<file path="src/rtl/viterbi_ber_monitor.sv">
// viterbi_ber_monitor
//   Bit-error-rate checker placed after an encoder -> channel -> Viterbi
//   decoder chain. Raw encoder input bits are buffered in a reference FIFO;
//   every decoded bit pops one reference bit and the two are compared. Because
//   the FIFO absorbs the decoder latency, no delay tuning is needed.
//
//   A start_i pulse flushes the FIFO, clears all counts and flags and begins a
//   measurement. The first SKIP decoded bits are discarded (SYNC, traceback
//   warm-up). The next WINDOW decoded bits are compared (RUN). The result is
//   then frozen in DONE until the next start_i.
//
//   Optional feature: define BER_BURST_EN to track the longest run of
//   consecutive mismatches in max_burst_o. Without it, max_burst_o is tied to 0.
//
// Parameters
//   DEPTH   reference FIFO depth (power of 2, >= decoder latency + 2)
//   SKIP    leading decoded bits discarded, 0 = none
//   WINDOW  compared bits per measurement (1 .. 2**CW-1)
//   CW      width of the count outputs
//
// Ports
//   clk          single clock, rising edge
//   rst          asynchronous reset, active-low
//   start_i      1-cycle pulse: flush, clear, begin measurement
//   ref_valid_i  ref_bit_i valid
//   ref_bit_i    raw encoder input bit
//   dec_valid_i  dec_bit_i valid
//   dec_bit_i    decoder output bit
//   busy_o       high in SYNC or RUN
//   done_o       window complete, held until next start_i
//   bit_ct_o     compared bits in the current window
//   err_ct_o     mismatches in the current window
//   ovf_o        sticky: reference push dropped because the FIFO was full
//   unf_o        sticky: decoded bit arrived while the FIFO was empty
//   max_burst_o  longest run of consecutive errors (BER_BURST_EN only)
module viterbi_ber_monitor #(
  parameter int DEPTH  = 64,
  parameter int SKIP   = 8,
  parameter int WINDOW = 256,
  parameter int CW     = 16
) (
  input  logic          clk,
  input  logic          rst,
  input  logic          start_i,
  input  logic          ref_valid_i,
  input  logic          ref_bit_i,
  input  logic          dec_valid_i,
  input  logic          dec_bit_i,
  output logic          busy_o,
  output logic          done_o,
  output logic [CW-1:0] bit_ct_o,
  output logic [CW-1:0] err_ct_o,
  output logic          ovf_o,
  output logic          unf_o,
  output logic [CW-1:0] max_burst_o
);

  localparam int AW  = $clog2(DEPTH);
  localparam int PW  = AW + 1;
  localparam int SKW = (SKIP < 1) ? 1 : $clog2(SKIP + 1);

  localparam logic [1:0] S_IDLE = 2'd0;
  localparam logic [1:0] S_SYNC = 2'd1;
  localparam logic [1:0] S_RUN  = 2'd2;
  localparam logic [1:0] S_DONE = 2'd3;

  function automatic logic [CW-1:0] sat_inc(input logic [CW-1:0] v);
    return (&v) ? v : v + CW'(1);
  endfunction

  logic [1:0]    state_q, state_d;
  logic [PW-1:0] wr_ptr_q, wr_ptr_d;
  logic [PW-1:0] rd_ptr_q, rd_ptr_d;
  logic [SKW-1:0] skip_ct_q, skip_ct_d;
  logic [CW-1:0] bit_ct_q, bit_ct_d;
  logic [CW-1:0] err_ct_q, err_ct_d;
  logic          done_q, done_d;
  logic          busy_q, busy_d;
  logic          ovf_q, ovf_d;
  logic          unf_q, unf_d;
`ifdef BER_BURST_EN
  logic [CW-1:0] cur_burst_q, cur_burst_d;
  logic [CW-1:0] max_burst_q, max_burst_d;
  logic [CW-1:0] burst_inc;
`endif

  // Reference storage holds data only, so it carries no reset.
  logic          mem_q [DEPTH];
  logic          push;
  logic [AW-1:0] wr_addr;

  logic [PW-1:0] occ;
  logic          empty;
  logic          full;
  logic          active;
  logic          pop;
  logic          rd_bit;
  logic          mism;

  always_comb begin
    state_d   = state_q;
    wr_ptr_d  = wr_ptr_q;
    rd_ptr_d  = rd_ptr_q;
    skip_ct_d = skip_ct_q;
    bit_ct_d  = bit_ct_q;
    err_ct_d  = err_ct_q;
    done_d    = done_q;
    ovf_d     = ovf_q;
    unf_d     = unf_q;
`ifdef BER_BURST_EN
    cur_burst_d = cur_burst_q;
    max_burst_d = max_burst_q;
    burst_inc   = sat_inc(cur_burst_q);
`endif
    push    = 1'b0;
    pop     = 1'b0;
    wr_addr = wr_ptr_q[AW-1:0];
    occ     = wr_ptr_q - rd_ptr_q;
    empty   = (occ == '0);
    full    = (occ == PW'(DEPTH));
    active  = (state_q == S_SYNC) || (state_q == S_RUN);
    rd_bit  = mem_q[rd_ptr_q[AW-1:0]];
    mism    = rd_bit ^ dec_bit_i;

    if (start_i) begin
      // Flush; a reference bit offered in the same cycle lands in slot 0.
      push      = ref_valid_i;
      wr_addr   = '0;
      wr_ptr_d  = ref_valid_i ? PW'(1) : '0;
      rd_ptr_d  = '0;
      skip_ct_d = '0;
      bit_ct_d  = '0;
      err_ct_d  = '0;
      done_d    = 1'b0;
      ovf_d     = 1'b0;
      unf_d     = 1'b0;
      state_d   = (SKIP == 0) ? S_RUN : S_SYNC;
`ifdef BER_BURST_EN
      cur_burst_d = '0;
      max_burst_d = '0;
`endif
    end else if (active) begin
      pop = dec_valid_i && !empty;
      if (dec_valid_i && empty) unf_d = 1'b1;

      // Simultaneous pop frees a slot, so a push into a full FIFO is legal then.
      if (ref_valid_i) begin
        if (!full || pop) begin
          push     = 1'b1;
          wr_ptr_d = wr_ptr_q + PW'(1);
        end else begin
          ovf_d = 1'b1;
        end
      end

      if (pop) begin
        rd_ptr_d = rd_ptr_q + PW'(1);
        if (state_q == S_SYNC) begin
          if (skip_ct_q == SKW'(SKIP - 1)) state_d = S_RUN;
          else skip_ct_d = skip_ct_q + SKW'(1);
        end else begin
          bit_ct_d = sat_inc(bit_ct_q);
          if (mism) err_ct_d = sat_inc(err_ct_q);
          if (bit_ct_q == CW'(WINDOW - 1)) begin
            state_d = S_DONE;
            done_d  = 1'b1;
          end
`ifdef BER_BURST_EN
          if (mism) begin
            cur_burst_d = burst_inc;
            if (burst_inc > max_burst_q) max_burst_d = burst_inc;
          end else begin
            cur_burst_d = '0;
          end
`endif
        end
      end
    end

    busy_d = (state_d == S_SYNC) || (state_d == S_RUN);
  end

  always_ff @(posedge clk or negedge rst) begin
    if (!rst) begin
      state_q   <= S_IDLE;
      wr_ptr_q  <= '0;
      rd_ptr_q  <= '0;
      skip_ct_q <= '0;
      bit_ct_q  <= '0;
      err_ct_q  <= '0;
      done_q    <= 1'b0;
      busy_q    <= 1'b0;
      ovf_q     <= 1'b0;
      unf_q     <= 1'b0;
`ifdef BER_BURST_EN
      cur_burst_q <= '0;
      max_burst_q <= '0;
`endif
    end else begin
      state_q   <= state_d;
      wr_ptr_q  <= wr_ptr_d;
      rd_ptr_q  <= rd_ptr_d;
      skip_ct_q <= skip_ct_d;
      bit_ct_q  <= bit_ct_d;
      err_ct_q  <= err_ct_d;
      done_q    <= done_d;
      busy_q    <= busy_d;
      ovf_q     <= ovf_d;
      unf_q     <= unf_d;
`ifdef BER_BURST_EN
      cur_burst_q <= cur_burst_d;
      max_burst_q <= max_burst_d;
`endif
    end
  end

  always_ff @(posedge clk) begin
    if (push) mem_q[wr_addr] <= ref_bit_i;
  end

  assign busy_o   = busy_q;
  assign done_o   = done_q;
  assign bit_ct_o = bit_ct_q;
  assign err_ct_o = err_ct_q;
  assign ovf_o    = ovf_q;
  assign unf_o    = unf_q;
`ifdef BER_BURST_EN
  assign max_burst_o = max_burst_q;
`else
  assign max_burst_o = '0;
`endif

endmodule

</file>
<file path="config.mk">
export PLATFORM = sky130hd
export DESIGN_NAME = viterbi_ber_monitor
export DESIGN_NICKNAME = d
export VERILOG_FILES = /design/src/rtl/viterbi_ber_monitor.sv
export SDC_FILE = /design/constraint.sdc
export NUM_CORES = 1
export LEC_CHECK = 0
export ABC_AREA = 1
export CAP_MARGIN = 20
export CORE_MARGIN = 4
export CORE_UTILIZATION = 49
export DETAILED_ROUTE_END_ITERATION = 12
export PLACE_DENSITY = 0.69
export SLEW_MARGIN = 20
export SYNTH_ARGS = -nofsm -noshare
export SYNTH_HDL_FRONTEND = slang
export SYNTH_SLANG_ARGS = --single-unit
</file>
<file path="constraint.sdc">
create_clock -name clk -period 6.4 [get_ports clk]
set_input_delay 0.64 -clock clk [delete_from_list [all_inputs] [get_ports clk]]
set_output_delay 0.64 -clock clk [all_outputs]
set_load 0.01 [all_outputs]
</file>
==> results <==
- The run finished with clean final reports.
- The fraction of final layout cells with drive strength greater than 1 is 5.37%.
- The biggest area contributor in the post-synthesis netlist is edfxtp_1.
- The count of nets left with antenna violations once routing finished came out at 0.
- The pin count of the biggest net entering global routing is 65.
- STA classifies the critical path endpoint as a flop.
- The worst hold-check slack is 0.369 ns.
- The async set-or-reset flop fraction in the synthesized netlist is between 40% and 50%.
- The floorplan has between 40 and 50 rows.
- The initial core utilization is 49.9%.
- Before antenna repair, the detailed router went through 5 iterations.
- The switching part of the total power is 35.3%.
- From left edge to right edge, the die measures between 100 and 150 µm.
- In the synthesized netlist, the cells that appear most often are 196 x nand2_1, 127 x nor2_1, 98 x inv_1, 92 x nand3_1, 64 x edfxtp_1.
- By area the synthesized netlist is led by edfxtp_1 28%, dfrtp_1 20%, nand2_1 11%, nor2_1 6.9%, nand3_1 6.7%.
- The CTS clock-pin slew for the worst setup and hold paths is 0.05 ns.
- The height of the chip is 127 µm.
- The die covers 16100 µm².
- Grouping stages by cell kind, the critical path spends the most delay in simple AND/OR/NAND/NOR gates.
- The number of distinct library cells after synthesis is 43.
- The post-cts repair resize count is 0.
- The wire-length estimate of the detail-placed layout is 10600 µm.
- The share of power burned in registers is 35.6%.
- The post-synthesis average cell area is 8.03 µm².
- Of the synthesized area, sequential elements account for 48.0%.
- The worst min-delay path category is in2async.
- The ratio of routed vias to standard cells is roughly 5.4.
- The global-route wire length before repair is roughly 26000 µm.
- The signal on the critical path passes through buf_4, inv_4, ha_1, nand2_1, nand2_1, nand3_1, nand3_1, nand2_1, nand2_1, inv_1, nand4_1, nand2_1, a21oi_4, nand2_1, nor2_1.
- The cell repeated most along the worst path is nand2_1.
- The placeable core area is 13900 µm².
- The average detailed-routed wire length per instance is 14.9 µm.
- The maximum vdd ir drop is 0.185 mV.
- The critical path buffer and inverter count is 3.
- The clock passes through at most 2 buffers.
- Setup repair after global routing left no endpoint under its margin.
- The number of antenna violations at the first check in global routing is 0.
- The final critical path takes up approximately 48% of the cycle.
- Setup violations remaining at the end of the flow were counted as 0.
- The critical-path cell with the highest stage delay is ha_1.
- The routed layout has around 5900 vias.
- The max-slew violation count is 0.
- The count of input and output buffers is 42.
- After detailed routing, the total wire length is 16200 µm.
- The total global-route track usage is 20.7%.
- The leakage power total is 3.49 nW.
- Global routing finished with a remaining overflow of 0.
- The total of flip-flops plus latches after synthesis is between 100 and 150.
- Along the worst path, the maximum fanout reaches 19.
- The minimum clock period is approximately 3 ns.
- The cell-internal power is 1.62 mW.
- The final clock skew is 0.00649 ns.
- The root buffer selected by CTS is clkbuf_16.
- Routability-driven placement finished with a final weighted congestion of 0.817.
- The via count of the first global-routing pass is 5285.
- The number of buffers inserted to repair setup after CTS is 0.
- The delay contributed by the slowest stage of the critical path is 0.36 ns.
- For the final routed database, the setup TNS stands at 0 ns.
- The ratio of total power to cell area is 319 nW/µm².
- The critical path in this run is classified as reg2reg.
- The power consumption is 2.51 mW.
- The number of buffers added by the clock tree synthesis step is 17.
- The count of maximum capacitance violations is 0.
- The main flop type after synthesis is edfxtp_1.
- At the pin with the least slew margin, the transition time is about 1.0 ns.
- The peak clock frequency supported by timing is 326 MHz.
- The area share of the largest cell type after synthesis is 27.8%.
- The final worst-path setup slack is about 3.3 ns.
- The share of power burned in the clock network is between 30% and 40%.
- The hold buffer count at CTS is 0.
- Clock latency on the worst-skew pair, taken at its later pin, is roughly 0.42 ns.
- The post-place setup slack is around 3.1 ns.
- The number of antenna diodes in the final layout is 0.
- The number of synthesis warnings is 0.
- Clock tree synthesis found a total of 120 sinks.
- STA puts the critical path data arrival time at 3.18 ns.
- The net switching power figure is 0.887 mW.
- In this run the number of H-tree levels came out at 4.
- The synthesized netlist occupies a cell area of 6920 µm².
- The portion of total power attributed to combinational logic is between 30% and 40%.
- The total count of hold-check failures in the final report is 0.
- The worst setup path is launched from a flop.
- The area growth from synthesis to layout is 13.8%.
- The worst endpoint required time is between 6 and 7 ns.
- The number of remaining DRC errors is 0.
- By instance count, the leading cell after synthesis is nand2_1.
- The net total in the final layout is 918.
- The post-synthesis instance total is 862.
- The count of routing violations after the opening detailed-route iteration is 658.
- During I/O placement, the number of pins put on the boundary was between 50 and 60.
- The worst max-slew margin expressed relative to the limit is 30.3%.
- The number of synthesized flops with an enable pin is 64.
- TritonCTS built the clock tree.
## cells in the final DEF, fill, tap and decap left out, types with 16 or more instances in the layout
cell | netlist | layout
conb_1 | 1 | 16
nor3_1 | 16 | 16
nand4_1 | 39 | 39
edfxtp_1 | 64 | 64
clkbuf_16 | 0 | 17
nor2_1 | 127 | 127
nand2_1 | 196 | 196
dfrtp_1 | 56 | 56
clkdlybuf4s50_1 | 0 | 41
inv_1 | 98 | 97
xor2_1 | 23 | 23
nand3_1 | 92 | 92
o21ai_0 | 42 | 42
## registers in the layout, indices dropped and copies added, names as in the netlist
register,count
mem_q,64
bit_ct_o,16
err_ct_o,16
rd_ptr_q,7
wr_ptr_q,7
skip_ct_q,4
state_q,2
busy_o,1
done_o,1
ovf_o,1
unf_o,1
## final timing paths
kind | start | slack, ns | depth (start not counted) | endpoint
hold reg to reg | unf_o$_DFFE_PN0P_ | 0.49 | 1 | unf_o$_DFFE_PN0P_
max in group asynchronous | rst | 5.53 | 2 | wr_ptr_q[5]$_DFFE_PN0P_
setup / recovery | rd_ptr_q[1]$_DFFE_PN0P_ | 3.34 | 15 | mem_q[1]$_DFFE_PP_
min in group clk | unf_o$_DFFE_PN0P_ | 0.49 | 1 | unf_o$_DFFE_PN0P_
hold / removal | rst | 0.37 | 2 | err_ct_o[13]$_DFFE_PN0P_
setup reg to reg | rd_ptr_q[1]$_DFFE_PN0P_ | 3.34 | 15 | mem_q[1]$_DFFE_PP_
## power by group through the flow
stage                     Clock [mW]  Combinational [mW]  Sequential [mW]
after floorplan                    0               0.600            0.904
after global placement             0               0.738            0.909
after detailed placement           0               0.750            0.909
after CTS                      0.875               0.754            0.894
after global routing           0.912               0.859            0.900
final                          0.864               0.754            0.895
## cells by family after synthesis
kind of cell             Yosys count  synth area share, %
AO/OA/AOI/OAI                     70                 5.57
XOR/XNOR                          24                 3.04
adder cells (fa/ha/maj)           12                 2.17
buffers and inverters            147                 10.2
flip-flops                       120                 48.0
other                              1               0.0542
AND/OR/NAND/NOR                  488                 31.0
## area by class of cell
type	count	area (µm²)
repair buffers	47	453
inverters	103	392
multi-input cells	610	2950
flip-flops and latches	120	3320
well taps	180	225
clock buffers	29	520
clock inverters	3	15.0
fillers	1276	6000
## routing by layer
layer  up-vias  wire [µm]  global-route usage [%]
met4         0        321                    8.26
met5         -          0                       0
met3        30       1050                    4.59
met1      2752       7290                    28.4
li1       2894          -                       -
met2       184       7570                    32.0
## metrics by stage
stage	util [%]	cell area (µm²)	instances
5_1_grt	56.8	7880	1092
6_report	56.8	7880	1092
3_5_place_dp	52.9	7350	1060
3_3_place_gp	52.9	7350	1060
2_1_floorplan	-	6980	877
4_1_cts	56.8	7880	1092
No activity file was read; power rests on OpenSTA's default activity.
